### config.mk
export PLATFORM = sky130hd
export DESIGN_NAME = ram_burst_reader_flat
export DESIGN_NICKNAME = d
export VERILOG_FILES = /design/src/rtl/ram_burst_reader_pkg.sv /design/src/rtl/ram_burst_reader_if.sv /design/src/rtl/ram_burst_reader_out_stage_reg.sv /design/src/rtl/ram_burst_reader.sv /design/src/flat_wrapper.sv
export SDC_FILE = /design/constraint.sdc
export NUM_CORES = 1
export LEC_CHECK = 0
export CAP_MARGIN = 20
export CORE_UTILIZATION = 44
export DETAILED_ROUTE_END_ITERATION = 8
export PLACE_DENSITY_LB_ADDON = 0.15
export RECOVER_POWER = 50
export SYNTH_ARGS = -nofsm -noshare
export SYNTH_HDL_FRONTEND = slang
export SYNTH_SLANG_ARGS = --single-unit
### constraint.sdc
create_clock -name clk -period 4.5 [get_ports clk]
set_input_delay 0.9 -clock clk [delete_from_list [all_inputs] [get_ports clk]]
set_output_delay 0.9 -clock clk [all_outputs]
set_load 0.05 [all_outputs]
### src/rtl/ram_burst_reader_pkg.sv
// ram_burst_reader_pkg
//   Shared definitions for the RAM burst initiators: FSM state encoding and
//   the address / length width helpers, so a future writer can reuse them.
//   No ports.

package ram_burst_reader_pkg;

  localparam logic [1:0] ST_IDLE  = 2'd0;
  localparam logic [1:0] ST_READ  = 2'd1;
  localparam logic [1:0] ST_FLUSH = 2'd2;
  localparam logic [1:0] ST_DONE  = 2'd3;

  typedef enum logic [1:0] {
    IDLE  = ST_IDLE,
    READ  = ST_READ,
    FLUSH = ST_FLUSH,
    DONE  = ST_DONE
  } state_t;

  // Address width for a RAM of 'depth' words (at least one bit).
  function automatic int addr_width(input int depth);
    return (depth > 1) ? $clog2(depth) : 1;
  endfunction

  // Length width: one extra bit so a full-depth burst is representable.
  function automatic int len_width(input int depth);
    return addr_width(depth) + 1;
  endfunction

endpackage

### src/rtl/ram_burst_reader_if.sv
// ram_burst_reader_if
//   Bundles the burst request, the RAM read port and the valid/ready output
//   stream of the burst reader.
//   master : the reader (drives r_addr, rd_en, out_data, out_valid, busy, done)
//   slave  : the surrounding system (drives start, base_addr, burst_len,
//            mem_data, out_ready)

interface ram_burst_reader_if #(
  parameter int length    = 4,
  parameter int locations = 8
) ();

  localparam int aw = ram_burst_reader_pkg::addr_width(locations);
  localparam int lw = ram_burst_reader_pkg::len_width(locations);

  logic              start;
  logic [aw-1:0]     base_addr;
  logic [lw-1:0]     burst_len;
  logic [aw-1:0]     r_addr;
  logic              rd_en;
  logic [length-1:0] mem_data;
  logic [length-1:0] out_data;
  logic              out_valid;
  logic              out_ready;
  logic              busy;
  logic              done;

  modport master (
    input  start, base_addr, burst_len, mem_data, out_ready,
    output r_addr, rd_en, out_data, out_valid, busy, done
  );

  modport slave (
    output start, base_addr, burst_len, mem_data, out_ready,
    input  r_addr, rd_en, out_data, out_valid, busy, done
  );

endinterface

### src/rtl/ram_burst_reader_out_stage_reg.sv
// ram_burst_reader_out_stage_reg
//   One-entry valid/ready output register.
//   clk, rst   : clock, asynchronous active-high reset
//   load       : capture load_data and mark valid
//   load_data  : word to capture
//   consume    : downstream handshake (valid && ready) this cycle
//   data/valid : registered output word and its valid flag

module ram_burst_reader_out_stage_reg #(
  parameter int width = 4
) (
  input  logic             clk,
  input  logic             rst,
  input  logic             load,
  input  logic [width-1:0] load_data,
  input  logic             consume,
  output logic [width-1:0] data,
  output logic             valid
);

  // A load in the same cycle as a consume replaces the outgoing word, so
  // valid stays high and the stream runs at one word per cycle.
  always_ff @(posedge clk or posedge rst) begin
    if (rst) begin
      data  <= '0;
      valid <= 1'b0;
    end else if (load) begin
      data  <= load_data;
      valid <= 1'b1;
    end else if (consume) begin
      valid <= 1'b0;
    end
  end

endmodule

### src/rtl/ram_burst_reader.sv
// ram_burst_reader
//   Walks the RAM read port from a base address for a programmed number of
//   words (wrapping modulo the depth) and streams them out through a
//   one-entry valid/ready register.
//   clk, rst : clock, asynchronous active-high reset
//   bus      : request (start, base_addr, burst_len), RAM read port
//              (r_addr, rd_en, mem_data), stream (out_data, out_valid,
//              out_ready), status (busy, done)
//
//   state | meaning
//   ------+-----------------------------------------------------------
//   IDLE  | waiting for start; base/length captured on start
//   READ  | rd_en high; a word is loaded whenever the output slot frees
//   FLUSH | last word loaded; waiting for it to be accepted
//   DONE  | one-cycle done pulse, then back to IDLE

module ram_burst_reader
  import ram_burst_reader_pkg::*;
#(
  parameter int length    = 4,
  parameter int locations = 8
) (
  input logic                clk,
  input logic                rst,
  ram_burst_reader_if.master bus
);

  localparam int aw = addr_width(locations);
  localparam int lw = len_width(locations);
  localparam logic [aw-1:0] last_addr = aw'(locations - 1);
  localparam logic [lw-1:0] max_len   = lw'(locations);

  state_t            state;
  state_t            state_nx;
  logic [aw-1:0]     r_addr_q;
  logic [lw-1:0]     remaining;
  logic              capture;
  logic              load;
  logic              consume;
  logic [length-1:0] out_data;
  logic              out_valid;

  assign consume = out_valid && bus.out_ready;

  always_ff @(posedge clk or posedge rst) begin
    if (rst) begin
      state <= IDLE;
    end else begin
      state <= state_nx;
    end
  end

  always_comb begin
    state_nx = state;
    capture  = 1'b0;
    load     = 1'b0;
    case (state)
      IDLE: begin
        if (bus.start) begin
          if (bus.burst_len != '0) begin
            capture  = 1'b1;
            state_nx = READ;
          end else begin
            state_nx = DONE;
          end
        end
      end
      READ: begin
        load = (!out_valid || bus.out_ready) && (remaining != '0);
        if (load && (remaining == lw'(1))) begin
          state_nx = FLUSH;
        end
      end
      FLUSH: begin
        if (consume) begin
          state_nx = DONE;
        end
      end
      DONE: begin
        state_nx = IDLE;
      end
      default: begin
        state_nx = IDLE;
      end
    endcase
  end

  // Address and remaining-word down-counter only move on a load, so both
  // hold while the output slot is stalled.
  always_ff @(posedge clk or posedge rst) begin
    if (rst) begin
      r_addr_q  <= '0;
      remaining <= '0;
    end else if (capture) begin
      r_addr_q  <= bus.base_addr;
      remaining <= (bus.burst_len > max_len) ? max_len : bus.burst_len;
    end else if (load) begin
      r_addr_q  <= (r_addr_q == last_addr) ? '0 : r_addr_q + aw'(1);
      remaining <= remaining - lw'(1);
    end
  end

  ram_burst_reader_out_stage_reg #(
    .width (length)
  ) u_out_stage (
    .clk       (clk),
    .rst       (rst),
    .load      (load),
    .load_data (bus.mem_data),
    .consume   (consume),
    .data      (out_data),
    .valid     (out_valid)
  );

  assign bus.r_addr    = r_addr_q;
  assign bus.rd_en     = (state == READ);
  assign bus.busy      = (state != IDLE);
  assign bus.done      = (state == DONE);
  assign bus.out_data  = out_data;
  assign bus.out_valid = out_valid;

endmodule
### src/flat_wrapper.sv
// flat-port wrapper written by rule: the top's interface ports become plain ports
module ram_burst_reader_flat import ram_burst_reader_pkg::*;
#(
  parameter int length    = 4,
  parameter int locations = 8
)
  (clk, rst, bus_start, bus_base_addr, bus_burst_len, bus_mem_data, bus_out_ready, bus_r_addr, bus_rd_en, bus_out_data, bus_out_valid, bus_busy, bus_done);
  ram_burst_reader_if #(.length(length), .locations(locations)) bus_i ();
  input logic clk;
  input logic rst;
  input wire logic [$bits(bus_i.start)-1:0] bus_start;
  input wire logic [$bits(bus_i.base_addr)-1:0] bus_base_addr;
  input wire logic [$bits(bus_i.burst_len)-1:0] bus_burst_len;
  input wire logic [$bits(bus_i.mem_data)-1:0] bus_mem_data;
  input wire logic [$bits(bus_i.out_ready)-1:0] bus_out_ready;
  output wire logic [$bits(bus_i.r_addr)-1:0] bus_r_addr;
  output wire logic [$bits(bus_i.rd_en)-1:0] bus_rd_en;
  output wire logic [$bits(bus_i.out_data)-1:0] bus_out_data;
  output wire logic [$bits(bus_i.out_valid)-1:0] bus_out_valid;
  output wire logic [$bits(bus_i.busy)-1:0] bus_busy;
  output wire logic [$bits(bus_i.done)-1:0] bus_done;
  assign bus_i.start = bus_start;
  assign bus_i.base_addr = bus_base_addr;
  assign bus_i.burst_len = bus_burst_len;
  assign bus_i.mem_data = bus_mem_data;
  assign bus_i.out_ready = bus_out_ready;
  assign bus_r_addr = bus_i.r_addr;
  assign bus_rd_en = bus_i.rd_en;
  assign bus_out_data = bus_i.out_data;
  assign bus_out_valid = bus_i.out_valid;
  assign bus_busy = bus_i.busy;
  assign bus_done = bus_i.done;
  ram_burst_reader #(.length(length), .locations(locations)) u_core (.clk(clk), .rst(rst), .bus(bus_i));
endmodule
==> impl_metrics.yaml, run 1 <==
sta:
  tns_ns: 0
  setup_viol: 0
  max_slew.worst_pin.slew_ns: 0.787
  fin_crit_ns: 2.79
  fmax_mhz: 358
  skew_ns: 0.00635
  final-hold-violation-count: 0
  finalCritPeriodShare: 0.621
  worst_slack_ns: 1.71
  rsz0062_at_grt: "false"
  report.final.slew_viol_count: 0
  max-slew-margin-rel: 0.473
global_routing:
  grt_pass1_vias: 685
  grt_pass1_wl_mm: 2.75
  antenna_found_initial: 0
  grt_usage: 0.187
  gr-total-overflow: 0
  grt_max_degree: 15
setup_path:
  crit_path_end_kind: "output port"
  crit_required_ns: 3.60
  crit_fanout: 4
  arrival_ns: 1.89
  cp-start-kind: "register"
  critPathKind: "register to output port"
synth:
  synthTopCellsByArea: "dfrtp_1, ha_1, nand2_1"
  synth_nets: 113
  avgSynthCellArea_sq_um: 9.56
  synth_common_cells: "nand2_1, dfrtp_1, ha_1"
  synth_edf_count: 0
  synthArstFlopShare: 1.00
  synth_flop_cell: "dfrtp_1"
  synth-seq-area-share: 0.412
  synthCells: 89
  synth_top_area_cell: "dfrtp_1"
  ys_ff_latch: 14
  synth_top_area_frac: 0.412
  yosysUniqueCellTypes: 26
  synth.most_common_cell: "nand2_1"
  mappedNetlistArea_sq_um: 851
  synth_warnings: 0
drt:
  drtIter0Drc: 8
  via_count: 727
  ant_nets: 0
  drtPass1Iterations: 4
  drc_errors: 0
  totalWireLength_mm: 1.72
  routed_via_density: 5.19
  wl_per_cell_microns: 12.3
cells_and_area:
  design_area_sq_um: 1140
  nFillCells: 172
  area_delta_synth_final_pct: 33.8
  final_cells: 140
  drive_gt1_frac: 0.0435
  antenna-diode-count: 0
  nets: 140
cts:
  post_cts_resized: 0
  worst_skew_pair.late_latency_ns: 0.28
  cts_setup_buffers: 0
  hold_buffers: 0
  clockBufferDepth: 2
  cts_root_buf: "clkbuf_4"
  h-tree-depth: 1
  path_clk_slew_ns: 0.08
  cts_tree: "yes"
  cts-buffers-inserted: 3
  cts.sink_count: 14
die:
  design.portCount: 26
  die_h_microns: 46.0
  fp.dieW_microns: 46.0
  start_util: 0.482
  fp-row-count: 15
  die-area_sq_um: 2110
  core_area_sq_um: 1760
power:
  p_leak_nw: 0.551
  ir_drop_mv: 0.379
  p_total_mw: 0.930
  p_per_area_nw_per_um2: 817
placed_design:
  dpl.cell_count: 136
  pre_cts_ws_ns: 1.89
  dpl_cell_area_sq_um: 1100
  place.gp.congestion: 0.764
  post-dp-hpwl_mm: 1.31
  port_buffers: 25
run_status:
  outcome: "finished clean"
worst_hold_path:
  min_path_type: "register to register"
job:
  cap_violations: 0
## final timing paths
path	cells past startpoint	slack (ns)	end	from
max	3	1.71	bus_rd_en	u_core.state[1]
min	2	0.49	u_core.u_out_stage.data[3]	u_core.u_out_stage.data[3]
max reg2reg	6	2.45	u_core.remaining[3]	u_core.remaining[0]
min reg2reg	2	0.49	u_core.u_out_stage.data[3]	u_core.u_out_stage.data[3]
max in group asynchronous	2	3.06	u_core.remaining[0]	rst
min in group asynchronous	2	1.08	u_core.u_out_stage.data[0]	rst
## metrics by stage
stage	hold WS [ns]	util
after global placement	0.460	0.625
after global routing	0.510	0.645
after floorplan	0.499	-
after detailed placement	0.471	0.625
final	0.486	0.645
after CTS	0.492	0.645
## area by class of cell
| cell class | instances | area, sq um | area share |
|---|---|---|---|
| multi-input cells | 66 | 448 | 0.393 |
| flip-flops and latches | 14 | 350 | 0.308 |
| repair buffers | 25 | 250 | 0.220 |
| clock buffers | 4 | 36.3 | 0.0319 |
| well taps | 25 | 31.3 | 0.0275 |
| inverters | 6 | 22.5 | 0.0198 |
## sequential cells by signal (all words and copies together) (netlist names)
register	cells
u_core.u_out_stage.valid	1
u_core.state	2
u_core.bus.r_addr	3
u_core.remaining	4
u_core.u_out_stage.data	4
## layout by cell type, fill, tap and decap left out
| cell type | synthesis | layout |
|---|---|---|
| clkbuf_4 | 0 | 3 |
| and3_1 | 2 | 2 |
| a31oi_1 | 2 | 2 |
| inv_1 | 6 | 6 |
| a221o_1 | 1 | 1 |
| and3b_1 | 1 | 1 |
| nor4b_1 | 1 | 1 |
| or3b_1 | 1 | 1 |
| clkbuf_8 | 0 | 1 |
| nor2_1 | 4 | 4 |
| nand2b_1 | 1 | 1 |
| a21o_1 | 1 | 1 |
| a21oi_2 | 1 | 1 |
| nor4_1 | 1 | 1 |
| o22a_1 | 4 | 4 |
| xnor2_1 | 1 | 1 |
| nor2b_1 | 1 | 1 |
| nand3_1 | 1 | 1 |
| ha_1 | 9 | 9 |
| o21ai_1 | 4 | 4 |
| clkdlybuf4s50_1 | 0 | 23 |
| dlygate4sd3_1 | 0 | 2 |
| nand2_1 | 21 | 21 |
| dfrtp_1 | 14 | 14 |
| and2_1 | 1 | 1 |
| nor3_1 | 2 | 2 |
| mux2i_1 | 6 | 6 |
## report_power, final
part / leakage (nW) / total, mW / internal [mW] / switching [mW]
combinational: 0.359 / 0.597 / 0.230 / 0.366
sequential: 0.172 / 0.241 / 0.191 / 0.0497
clock: 0.0210 / 0.0924 / 0.0492 / 0.0432
## worst max-delay path, stage by stage, from the launching register on
cell	delay, ns
dfrtp_1	0.42
inv_1	0.13
ha_1	0.24
clkdlybuf4s50_1	0.82
## kinds of logic (layout without fill, tap and decap cells)
kind of cell,count (synthesis),count (layout),share of synthesized area
xor+xnor,1,1,0.0103
mux,6,6,0.0706
buf+inv,9,35,0.0618
flops,14,14,0.412
fa+ha+maj,9,9,0.132
compound gates,13,13,0.110
simple gates,37,37,0.203
## per-layer routing
metal | up-vias | share of wire | track usage
met5 | - | 0 | 0
met4 | 0 | 0.016 | 0.106
met3 | 5 | 0.037 | 0.0516
met2 | 15 | 0.49 | 0.301
met1 | 349 | 0.45 | 0.220
li1 | 358 | - | -
Power figures use the tool's default switching activity.
==> run 2, diff against run 1 <==
Clock period 4.5 ns to 2.85 ns, I/O delays scaled along.
==> impl_metrics.yaml, run 2 (synthesis gave the netlist of run 1 again) <==
cts:
  cts-buffers-inserted: 3
  cts_tree: "yes"
  worst_skew_pair.late_latency_ns: 0.28
  cts_root_buf: "clkbuf_4"
  clockBufferDepth: 2
  hold_buffers: 0
  post_cts_resized: 0
  cts.sink_count: 14
  path_clk_slew_ns: 0.08
  cts_setup_buffers: 0
  h-tree-depth: 1
sta:
  final-hold-violation-count: 0
  setup_viol: 0
  skew_ns: 0.00635
  fmax_mhz: 406
  rsz0062_at_grt: "false"
  tns_ns: 0
  worst_slack_ns: 0.386
  finalCritPeriodShare: 0.864
  fin_crit_ns: 2.46
  report.final.slew_viol_count: 0
  max-slew-margin-rel: 0.473
  max_slew.worst_pin.slew_ns: 0.787
drt:
  routed_via_density: 5.19
  wl_per_cell_microns: 12.3
  via_count: 727
  top_layer: "met4"
  drtIter0Drc: 8
  drtPass1Iterations: 4
  drc_errors: 0
  ant_nets: 0
  totalWireLength_mm: 1.72
  met1_length_microns: 778
  dr_wl_met3_microns: 65
  wl_met2_microns: 844
setup_path:
  cp_cell_sequence: "inv_1 > ha_1 > clkdlybuf4s50_1"
  reg2reg_slack_ns: 0.80
  cpPeakStageDelay_ns: 0.82
  arrival_ns: 1.89
  reg2reg_from: "u_core.remaining[0]"
  crit_fanout: 4
  reg2reg_to: "u_core.remaining[3]"
  cp-start-kind: "register"
  path_buf_inv: 2
  crit_required_ns: 2.28
  reg2reg_depth: 6
  crit_path_end_kind: "output port"
  cp_top_family: "buffers and inverters"
  critPathKind: "register to output port"
  cp_slowest_cell: "clkdlybuf4s50_1"
die:
  die-area_sq_um: 2110
  core_area_sq_um: 1760
  fp.dieW_microns: 46.0
  die_h_microns: 46.0
  start_util: 0.482
  design.portCount: 26
  fp-row-count: 15
power:
  clkPwrFrac: 0.099
  p_total_mw: 1.47
  ir_drop_mv: 0.599
  switchingPower_mw: 0.725
  internal_power_mw: 0.744
  combPwrFrac: 0.642
  p_per_area_nw_per_um2: 1290
  pwr-share-seq: 0.259
  switching_share: 0.494
  p_leak_nw: 0.551
placed_design:
  dpl_cell_area_sq_um: 1100
  pre_cts_ws_ns: 0.569
  port_buffers: 25
  post-dp-hpwl_mm: 1.31
  place.gp.congestion: 0.764
cells_and_area:
  nFillCells: 172
  final_common_cell: "clkdlybuf4s50_1"
  area_delta_synth_final_pct: 33.8
  most-common-layout-cells: "clkdlybuf4s50_1, nand2_1, dfrtp_1"
  drive_gt1_frac: 0.0435
  antenna-diode-count: 0
  multi_input_area_sq_um: 448
  seqCellArea_sq_um: 350
  design_area_sq_um: 1140
  nets: 140
global_routing:
  grt_pass1_wl_mm: 2.75
  antenna_found_initial: 0
  grt_pass1_vias: 685
  gr-total-overflow: 0
  grt_max_degree: 15
  grt_usage: 0.187
run_status:
  outcome: "finished clean"
worst_hold_path:
  min_path_type: "register to register"
  hold_end: "u_core.u_out_stage.data[3]"
  holdCritStartpoint: "u_core.u_out_stage.data[3]"
  hold_depth: 2
job:
  cap_violations: 0
-- run 2: cell count changes in the layout (fill, tap and decap cells not counted), sizes merged --
cell	delta
dlygate4sd3	-1
clkdlybuf4s50	+1
-- run 2: final cells by class --
| class | instances | area share |
|---|---|---|
| Tap cell | 25 | 0.0275 |
| Sequential cell | 14 | 0.308 |
| Multi-Input combinational cell | 66 | 0.393 |
| Timing Repair Buffer | 25 | 0.220 |
| Inverter | 6 | 0.0198 |
| Clock buffer | 4 | 0.0319 |
-- run 2: power groups by stage --
stage	logic, mW	registers [mW]	clock network (mW)
after floorplan	0.543	0.562	0
after global placement	0.919	0.379	0
after detailed placement	0.943	0.386	0
after CTS	0.948	0.381	0.149
after global routing	1.02	0.394	0.156
final	0.943	0.380	0.146
-- run 2: worst max-delay path by stage --
stage / from / endpoint / slack (ns) / cells after the start
global placement: bus_out_ready / u_core.remaining[3] / 0.60 / 5
floorplan: u_core.state[1] / u_core.bus.r_addr[0] / 1.02 / 7
global route: u_core.state[0] / bus_busy / 0.28 / 4
finish: u_core.state[1] / bus_rd_en / 0.39 / 3
CTS: u_core.state[0] / bus_busy / 0.39 / 4
detailed placement: bus_out_ready / u_core.remaining[3] / 0.57 / 5
-- run 2: tightest hold or removal path, cell delays in order (launching register included) --
cell	delay, ns
dfrtp_1	0.35
nand2_1	0.05
nand2_1	0.06
-- run 2: per-layer routing --
layer | vias up | global-route usage
met1 | 349 | 0.220
met4 | 0 | 0.106
met2 | 15 | 0.301
li1 | 358 | -
met3 | 5 | 0.0516
met5 | - | 0
-- run 2: metrics by stage --
step            util  std cells  hold WS (ns)
3_3_place_gp   0.625        136         0.460
6_report       0.645        140         0.486
4_1_cts        0.645        140         0.492
5_1_grt        0.645        140         0.510
3_5_place_dp   0.625        136         0.471
2_1_floorplan      -         89         0.459
==> run 3, diff against run 2 <==
Settings changed: HOLD_SLACK_MARGIN set to 0.12.
==> results of run 3 <==
Final layout, timing and power as in run 2 (identical DEF).
